==> src/rtl/mult_hilo_ctrl.sv <==
// HI/LO sequencing controller for a registered 32x32 signed multiplier.
// Optional build macro MULT_MADD_EN: op[1]=1 accumulates the result into {hi,lo}.
module mult_hilo_ctrl #(
    parameter int unsigned MUL_LAT = 1
) (
    input  logic        clk,
    input  logic        reset,
    input  logic        start,
    input  logic [1:0]  op,
    input  logic [31:0] a,
    input  logic [31:0] b,
    input  logic        abort,
    input  logic        hi_we,
    input  logic        lo_we,
    input  logic [31:0] wdata,
    output logic [31:0] mul_a,
    output logic [31:0] mul_b,
    input  logic [63:0] mul_z,
    output logic        busy,
    output logic        done,
    output logic [31:0] hi,
    output logic [31:0] lo
);

    typedef enum logic [1:0] {IDLE, RUN, WB} state_t;

    state_t      state;
    logic [2:0]  cnt;
    logic [31:0] opa;
    logic [31:0] opb;
    logic [1:0]  op_r;
    logic [63:0] result;
    logic [63:0] wb_val;

    assign mul_a = opa;
    assign mul_b = opb;

    // Unsigned fix-up of the signed product only touches the upper word.
    always_comb begin
        result = mul_z;
        if (op_r[0])
            result[63:32] = mul_z[63:32] + (opa[31] ? opb : '0) + (opb[31] ? opa : '0);
    end

`ifdef MULT_MADD_EN
    always_comb begin
        wb_val = op_r[1] ? ({hi, lo} + result) : result;
    end
`else
    logic unused_op1;
    assign unused_op1 = op_r[1];

    always_comb begin
        wb_val = result;
    end
`endif

    always_ff @(posedge clk or negedge reset) begin
        if (!reset) begin
            state <= IDLE;
            cnt   <= '0;
            opa   <= '0;
            opb   <= '0;
            op_r  <= '0;
            hi    <= '0;
            lo    <= '0;
            busy  <= 1'b0;
            done  <= 1'b0;
        end else begin
            done <= 1'b0;
            case (state)
                IDLE: begin
                    if (start) begin
                        opa   <= a;
                        opb   <= b;
                        op_r  <= op;
                        cnt   <= 3'(MUL_LAT);
                        busy  <= 1'b1;
                        state <= RUN;
                    end else begin
                        if (hi_we) hi <= wdata;
                        if (lo_we) lo <= wdata;
                    end
                end
                RUN: begin
                    if (abort) begin
                        busy  <= 1'b0;
                        state <= IDLE;
                    end else begin
                        cnt <= cnt - 3'd1;
                        if (cnt == 3'd1) state <= WB;
                    end
                end
                WB: begin
                    if (!abort) begin
                        {hi, lo} <= wb_val;
                        done     <= 1'b1;
                    end
                    busy  <= 1'b0;
                    state <= IDLE;
                end
                default: begin
                    busy  <= 1'b0;
                    state <= IDLE;
                end
            endcase
        end
    end

endmodule

==> config.mk <==
export PLATFORM = sky130hd
export DESIGN_NAME = mult_hilo_ctrl
export DESIGN_NICKNAME = d
export VERILOG_FILES = /design/src/rtl/mult_hilo_ctrl.sv
export SDC_FILE = /design/constraint.sdc
export NUM_CORES = 1
export LEC_CHECK = 0
export ABC_CLOCK_PERIOD_IN_PS = 7100
export CAP_MARGIN = 20
export CORE_ASPECT_RATIO = 0.9
export CORE_UTILIZATION = 35
export DETAILED_ROUTE_END_ITERATION = 7
export SLEW_MARGIN = 15
export SYNTH_ARGS = -nofsm -noshare
export SYNTH_HDL_FRONTEND = slang
export SYNTH_SLANG_ARGS = --single-unit
export TNS_END_PERCENT = 50
==> constraint.sdc <==
create_clock -name clk -period 7.1 [get_ports clk]
set_input_delay 1.42 -clock clk [delete_from_list [all_inputs] [get_ports clk]]
set_output_delay 1.42 -clock clk [all_outputs]
set_load 0.01 [all_outputs]
Word level (Yosys, flattened, before mapping)

Cells that the tools add are included.

Bits in registers: 136
Bits of input ports: 168
Output and inout port bits: 130
Logic and storage cells: 55

Add/sub/neg operators: 3
Equality and inequality tests: 11
Multiplexer cells: 23
Reductions and logical operators: 9

Operators with widths:

| kind                                              | number |
|---|---|
| 2-to-1 mux 32 bit                                 | 9 |
| one-hot mux 32 bit (2 select lines)               | 2 |
| adder 32 bit                                      | 2 |
| != test 2 bit (second input constant)             | 7 |
| AND reduction 4 bit                               | 2 |
| 2-to-1 mux 2 bit                                  | 3 |
| 2-to-1 mux 3 bit                                  | 2 |
| one-hot mux 3 bit (2 select lines)                | 1 |
| AND reduction 2 bit                               | 3 |
| 2-to-1 mux 1 bit                                  | 4 |
| one-hot mux 2 bit (2 select lines)                | 1 |
| nonzero test 2 bit                                | 2 |
| == test 3 x 1 -> 1 bit (second input constant)    | 1 |
| != test 3 bit (second input constant)             | 1 |
| AND reduction 3 bit                               | 1 |
| subtractor 3 x 1 -> 3 bit (second input constant) | 1 |
| == test 2 x 1 -> 1 bit (second input constant)    | 1 |
| == test 2 bit (second input constant)             | 1 |
| logical NOT 2 bit                                 | 1 |
| one-hot mux 1 bit (2 select lines)                | 1 |

Longest topological paths before layout

Depth after elaboration: 6
Depth in mapped cells: 14
Mapped depth without buffers: 13

Worst setup path after synthesis

No wires, ideal clock.

Path type: input -> register
Start: input port mul_z[33]
End: register hi[19]
Setup time: 88 ps
Arrival time: 4,013 ps
Data required time: 7,012 ps
Path slack: 2,999 ps
Stages: 11
Buffers on the path: 0
Cell sequence: fa_1 ha_1 inv_1 fa_1 and2b_1 o2111ai_1 a2111o_1 o311ai_1 a31oi_1 xor2_1 a41oi_1

Cells in the longest elaborated chain, start to end: 5

Ends and longest elaborated chain:

| what                                | line | text |
|---|---|---|
| start, declared                     | 18   | `input logic [63:0] mul_z,` |
| adder 32 bit (2 in series)          | 42   | `result[63:32] = mul_z[63:32] + (opa[31] ? opb : '0) + (opb[31] ? opa : '0);` |
| 2-to-1 mux 32 bit                   | 41   | `if (op_r[0])` |
| 2-to-1 mux 32 bit                   | 95   | `if (!abort) begin` |
| one-hot mux 32 bit (2 select lines) | 71   | `case (state)` |
| end signal, assigned                | 81   | `if (hi_we) hi <= wdata;` |
| end signal, assigned                | 96   | `{hi, lo} <= wb_val;` |
| end, declared                       | 21   | `output logic [31:0] hi,` |

No other way between the ends. The select of a mux whose other input is x is not followed.
A chain may end at the register's enable or synchronous reset.

Final worst setup path

Start: input port mul_z[32]
End: register hi[19]

Same word-level chain as after synthesis.

==> impl_metrics.tcl <==
set metrics [dict create \
    cp-startpoint "mul_z[32]" \
    fmax_mhz 217 \
    antenna_cells 0 \
    hold_viol 0 \
    coreArea_sq_um 24400 \
    gr-total-overflow 0 \
    min-delay-start "hi[2]$_DFFE_PN0P_" \
    p_switching_mw 3.19 \
    critPathMaxFanout 5 \
    start_util_pct 35.8 \
    grt_pass1_vias 7792 \
    cts_buffer_depth 2 \
    fin_crit_sh_pct 65.0 \
    viasPerCell 5.08 \
    reg2reg_from "mul_b[31]$_DFFE_PN0P_" \
    r2r_slack_ns 2.89 \
    yosysSeqAreaShare_pct 38.9 \
    fin_crit_ns 4.61 \
    ios 298 \
    crit_chain "clkdlybuf4s50_1, inv_1, fa_1, inv_1, ha_1, inv_1, fa_1, and2b_1, o2111ai_1, a2111o_1, o311ai_1, a31oi_1, xor2_1, a41oi_1" \
    drt_iter0_drc 390 \
    p_per_area_nw_per_um2 562 \
    maxCapViolCount 0 \
    crit_slowest_cell "clkdlybuf4s50_1" \
    postSynthCellCount 902 \
    cts-root-buf "clkbuf_16" \
    grt_max_degree 72 \
    rsz0062_at_grt "false" \
    place_hpwl_um 21500 \
    nets 1405 \
    synthFlopType "dfrtp_1" \
    vias 7734 \
    p_leak_nw 5.16 \
    regArea_sq_um 3400 \
    max_stage_delay_ns 0.49 \
    ys_types 68 \
    endpoint "hi[19]$_DFFE_PN0P_" \
    routedWlPerCell_um 18.5 \
    placed_cells 1490 \
    skew_ns 0.0158 \
    start_kind "primary input" \
    grt_use_met3_pct 4.71 \
    cp_common_cell "inv_1" \
    dieArea_sq_um 25600 \
    clk_pin_slew_ns 0.07 \
    synthToLayoutAreaGrowth_pct 44.4 \
    finalNonFillerCells 1522 \
    grtUsageMet1_pct 34.2 \
    ant_nets 0 \
    use_met2_pct 32.3 \
    rows 54 \
    fin_tns_setup_ns 0 \
    port_buffers 296 \
    drive_gt1_share_pct 11.5 \
    htree_levels 4 \
    grt_use_total_pct 22.5 \
    clkLatencyLatePin_ns 0.42 \
    hold_buffers 0 \
    crit_type "primary input to register" \
    reg2reg_depth 13 \
    multiInputGateArea_sq_um 5080 \
    drv_slew 0 \
    wl_um 28100 \
    finalSetupViolations 0 \
    reg2reg_to "hi[19]$_DFFE_PN0P_" \
    cts_resized 0 \
    drc 0 \
    fillers 2300 \
    synth_top_area_cell "dfrtp_1" \
    worst_hold_path.num_cells 2 \
    yosysWarnings 0 \
    firstDrtPassIters 5 \
    p_comb_share_pct 65.5 \
    synth_nets 1134 \
    synth_edf_count 0 \
    cts_sinks 136 \
    p_int_mw 3.91 \
    swShare_pct 44.9 \
    worst_pin_slew_ns 0.921 \
    min_path_type "register to register" \
    gpl.final_weighted_congestion 0.875 \
    p_clk_share_pct 13.4 \
    crit_arrival_ns 4.89 \
    cts_setup_buffers 0 \
    syn_area_sq_um 8740 \
    end_kind "register" \
    die_h_um 152 \
    status "finished clean" \
    max-vdd-ir-drop_uv 287 \
    grt_pass1_wl_um 44800 \
    cts_tree "done" \
    synth_area_leaders "dfrtp_1, mux2_2, fa_1" \
    cts_made_buffers 17 \
    ys_ff_latch 136 \
    grt-busiest-layer "met1" \
    die_w_um 169 \
    yosysTopAreaCellShare_pct 38.9 \
    slew_headroom_pct 38.6 \
    power_frac_seq_pct 21.1 \
    synthArstFlopShare_pct 100 \
    antenna_found_initial 0 \
    synth_area_per_cell_sq_um 9.69 \
    required_ns 7.38 \
]
## how the worst min path moves through the flow
stage	slack (ns)	endpoint
after global placement	0.46	hi[10]$_DFFE_PN0P_
after CTS	0.49	hi[2]$_DFFE_PN0P_
final	0.49	hi[2]$_DFFE_PN0P_
after detailed placement	0.47	hi[2]$_DFFE_PN0P_
after floorplan	0.49	cnt[1]$_DFFE_PN0P_
after global routing	0.52	hi[11]$_DFFE_PN0P_
## layout by cell type (no fill, tap or decap), types with 3 or more instances in the layout
| cell type | Yosys | layout |
|---|---|---|
| and2_1 | 62 | 62 |
| clkbuf_16 | 0 | 17 |
| o211ai_1 | 3 | 3 |
| nand4_1 | 6 | 6 |
| buf_4 | 2 | 9 |
| a21o_1 | 14 | 14 |
| nand3_1 | 6 | 6 |
| a221oi_1 | 3 | 3 |
| xor2_1 | 12 | 12 |
| fa_1 | 32 | 32 |
| nand2b_1 | 4 | 3 |
| o21ai_0 | 39 | 39 |
| clkdlybuf4s50_1 | 0 | 295 |
| inv_6 | 0 | 5 |
| a41oi_1 | 9 | 9 |
| bufinv_16 | 0 | 3 |
| nor2_1 | 68 | 67 |
| o21bai_1 | 6 | 6 |
| nor2b_1 | 6 | 5 |
| nand2_1 | 104 | 104 |
| xnor2_1 | 10 | 10 |
| nor3b_1 | 3 | 3 |
| nor3_1 | 30 | 30 |
| a22oi_1 | 3 | 3 |
| a21oi_1 | 59 | 58 |
| inv_1 | 18 | 18 |
| ha_1 | 32 | 32 |
| a211oi_1 | 6 | 6 |
| o21a_1 | 7 | 7 |
| mux2i_1 | 8 | 8 |
| a31oi_1 | 42 | 42 |
| clkinvlp_4 | 0 | 3 |
| or3_1 | 3 | 3 |
| dfrtp_1 | 136 | 135 |
| mux2_2 | 74 | 74 |
## power by group through the flow
stage / Clock, mW / Sequential (mW) / Combinational [mW]
2_1_floorplan: 0 / 1.56 / 2.84
3_3_place_gp: 0 / 1.51 / 4.62
3_5_place_dp: 0 / 1.51 / 4.64
4_1_cts: 0.981 / 1.50 / 4.67
5_1_grt: 1.01 / 1.56 / 5.14
6_report: 0.952 / 1.50 / 4.65
## logic make-up (layout without fill, tap and decap cells)
family | Yosys count | after routing | share of synthesized area, %
XOR/XNOR | 22 | 22 | 2.20
AO/OA/AOI/OAI | 218 | 218 | 16.1
adder cells (fa/ha/maj) | 64 | 64 | 11.9
multiplexers | 82 | 82 | 10.4
flip-flops | 136 | 136 | 38.9
AND/OR/NAND/NOR | 309 | 309 | 17.1
buffers and inverters | 71 | 355 | 3.29
## synthesized netlist by cell type (9+ instances only)
| library cell | number |
|---|---|
| a21o_1 | 14 |
| clkbuf_1 | 44 |
| nand2_1 | 104 |
| dfrtp_1 | 136 |
| ha_1 | 32 |
| a41oi_1 | 9 |
| a21oi_1 | 59 |
| inv_1 | 18 |
| a31oi_1 | 42 |
| and2_1 | 62 |
| mux2_2 | 74 |
| o21ai_0 | 39 |
| xor2_1 | 12 |
| nor3_1 | 30 |
| fa_1 | 32 |
| xnor2_1 | 10 |
| nor2_1 | 68 |
## metrics by stage
step / worst slack, ns / util [%] / power, mW / hold slack (ns) / area (sq um)
after global placement: 2.11 / 49.2 / 6.13 / 0.463 / 12000
after floorplan: 3.00 / - / 4.40 / 0.488 / 8740
final: 2.49 / 51.7 / 7.10 / 0.486 / 12600
after detailed placement: 2.08 / 49.2 / 6.16 / 0.474 / 12000
after CTS: 2.52 / 51.7 / 7.16 / 0.489 / 12600
after global routing: 2.29 / 51.7 / 7.71 / 0.518 / 12600
## per-layer routing
layer  vias up  part of all wire, %
li1       3761                    -
met1      3691                   51
met2       264                   42
met3        18                  6.3
met4         0                 0.98
met5         -                    0
## final cells by class
cell class	instances	share of cell area [%]
well taps	336	3.33
multi-input cells	695	40.2
repair buffers	305	24.0
inverters	18	0.535
clock buffers	18	3.40
flip-flops and latches	136	27.0
clock inverters	14	1.49
## critical path: cells and delay by family
family	cells	cell delay, ns
compound gates	5	1.32
buf+inv	4	0.67
simple gates	1	0.26
xor+xnor	1	0.26
fa+ha+maj	3	0.96
## state kept, by name (all words and copies together) (netlist names)
register and cells:
state 2, lo 32, mul_b 32, busy 1
op_r 1, hi 32, cnt 3, done 1
mul_a 32
Power figures use the tool's default switching activity.
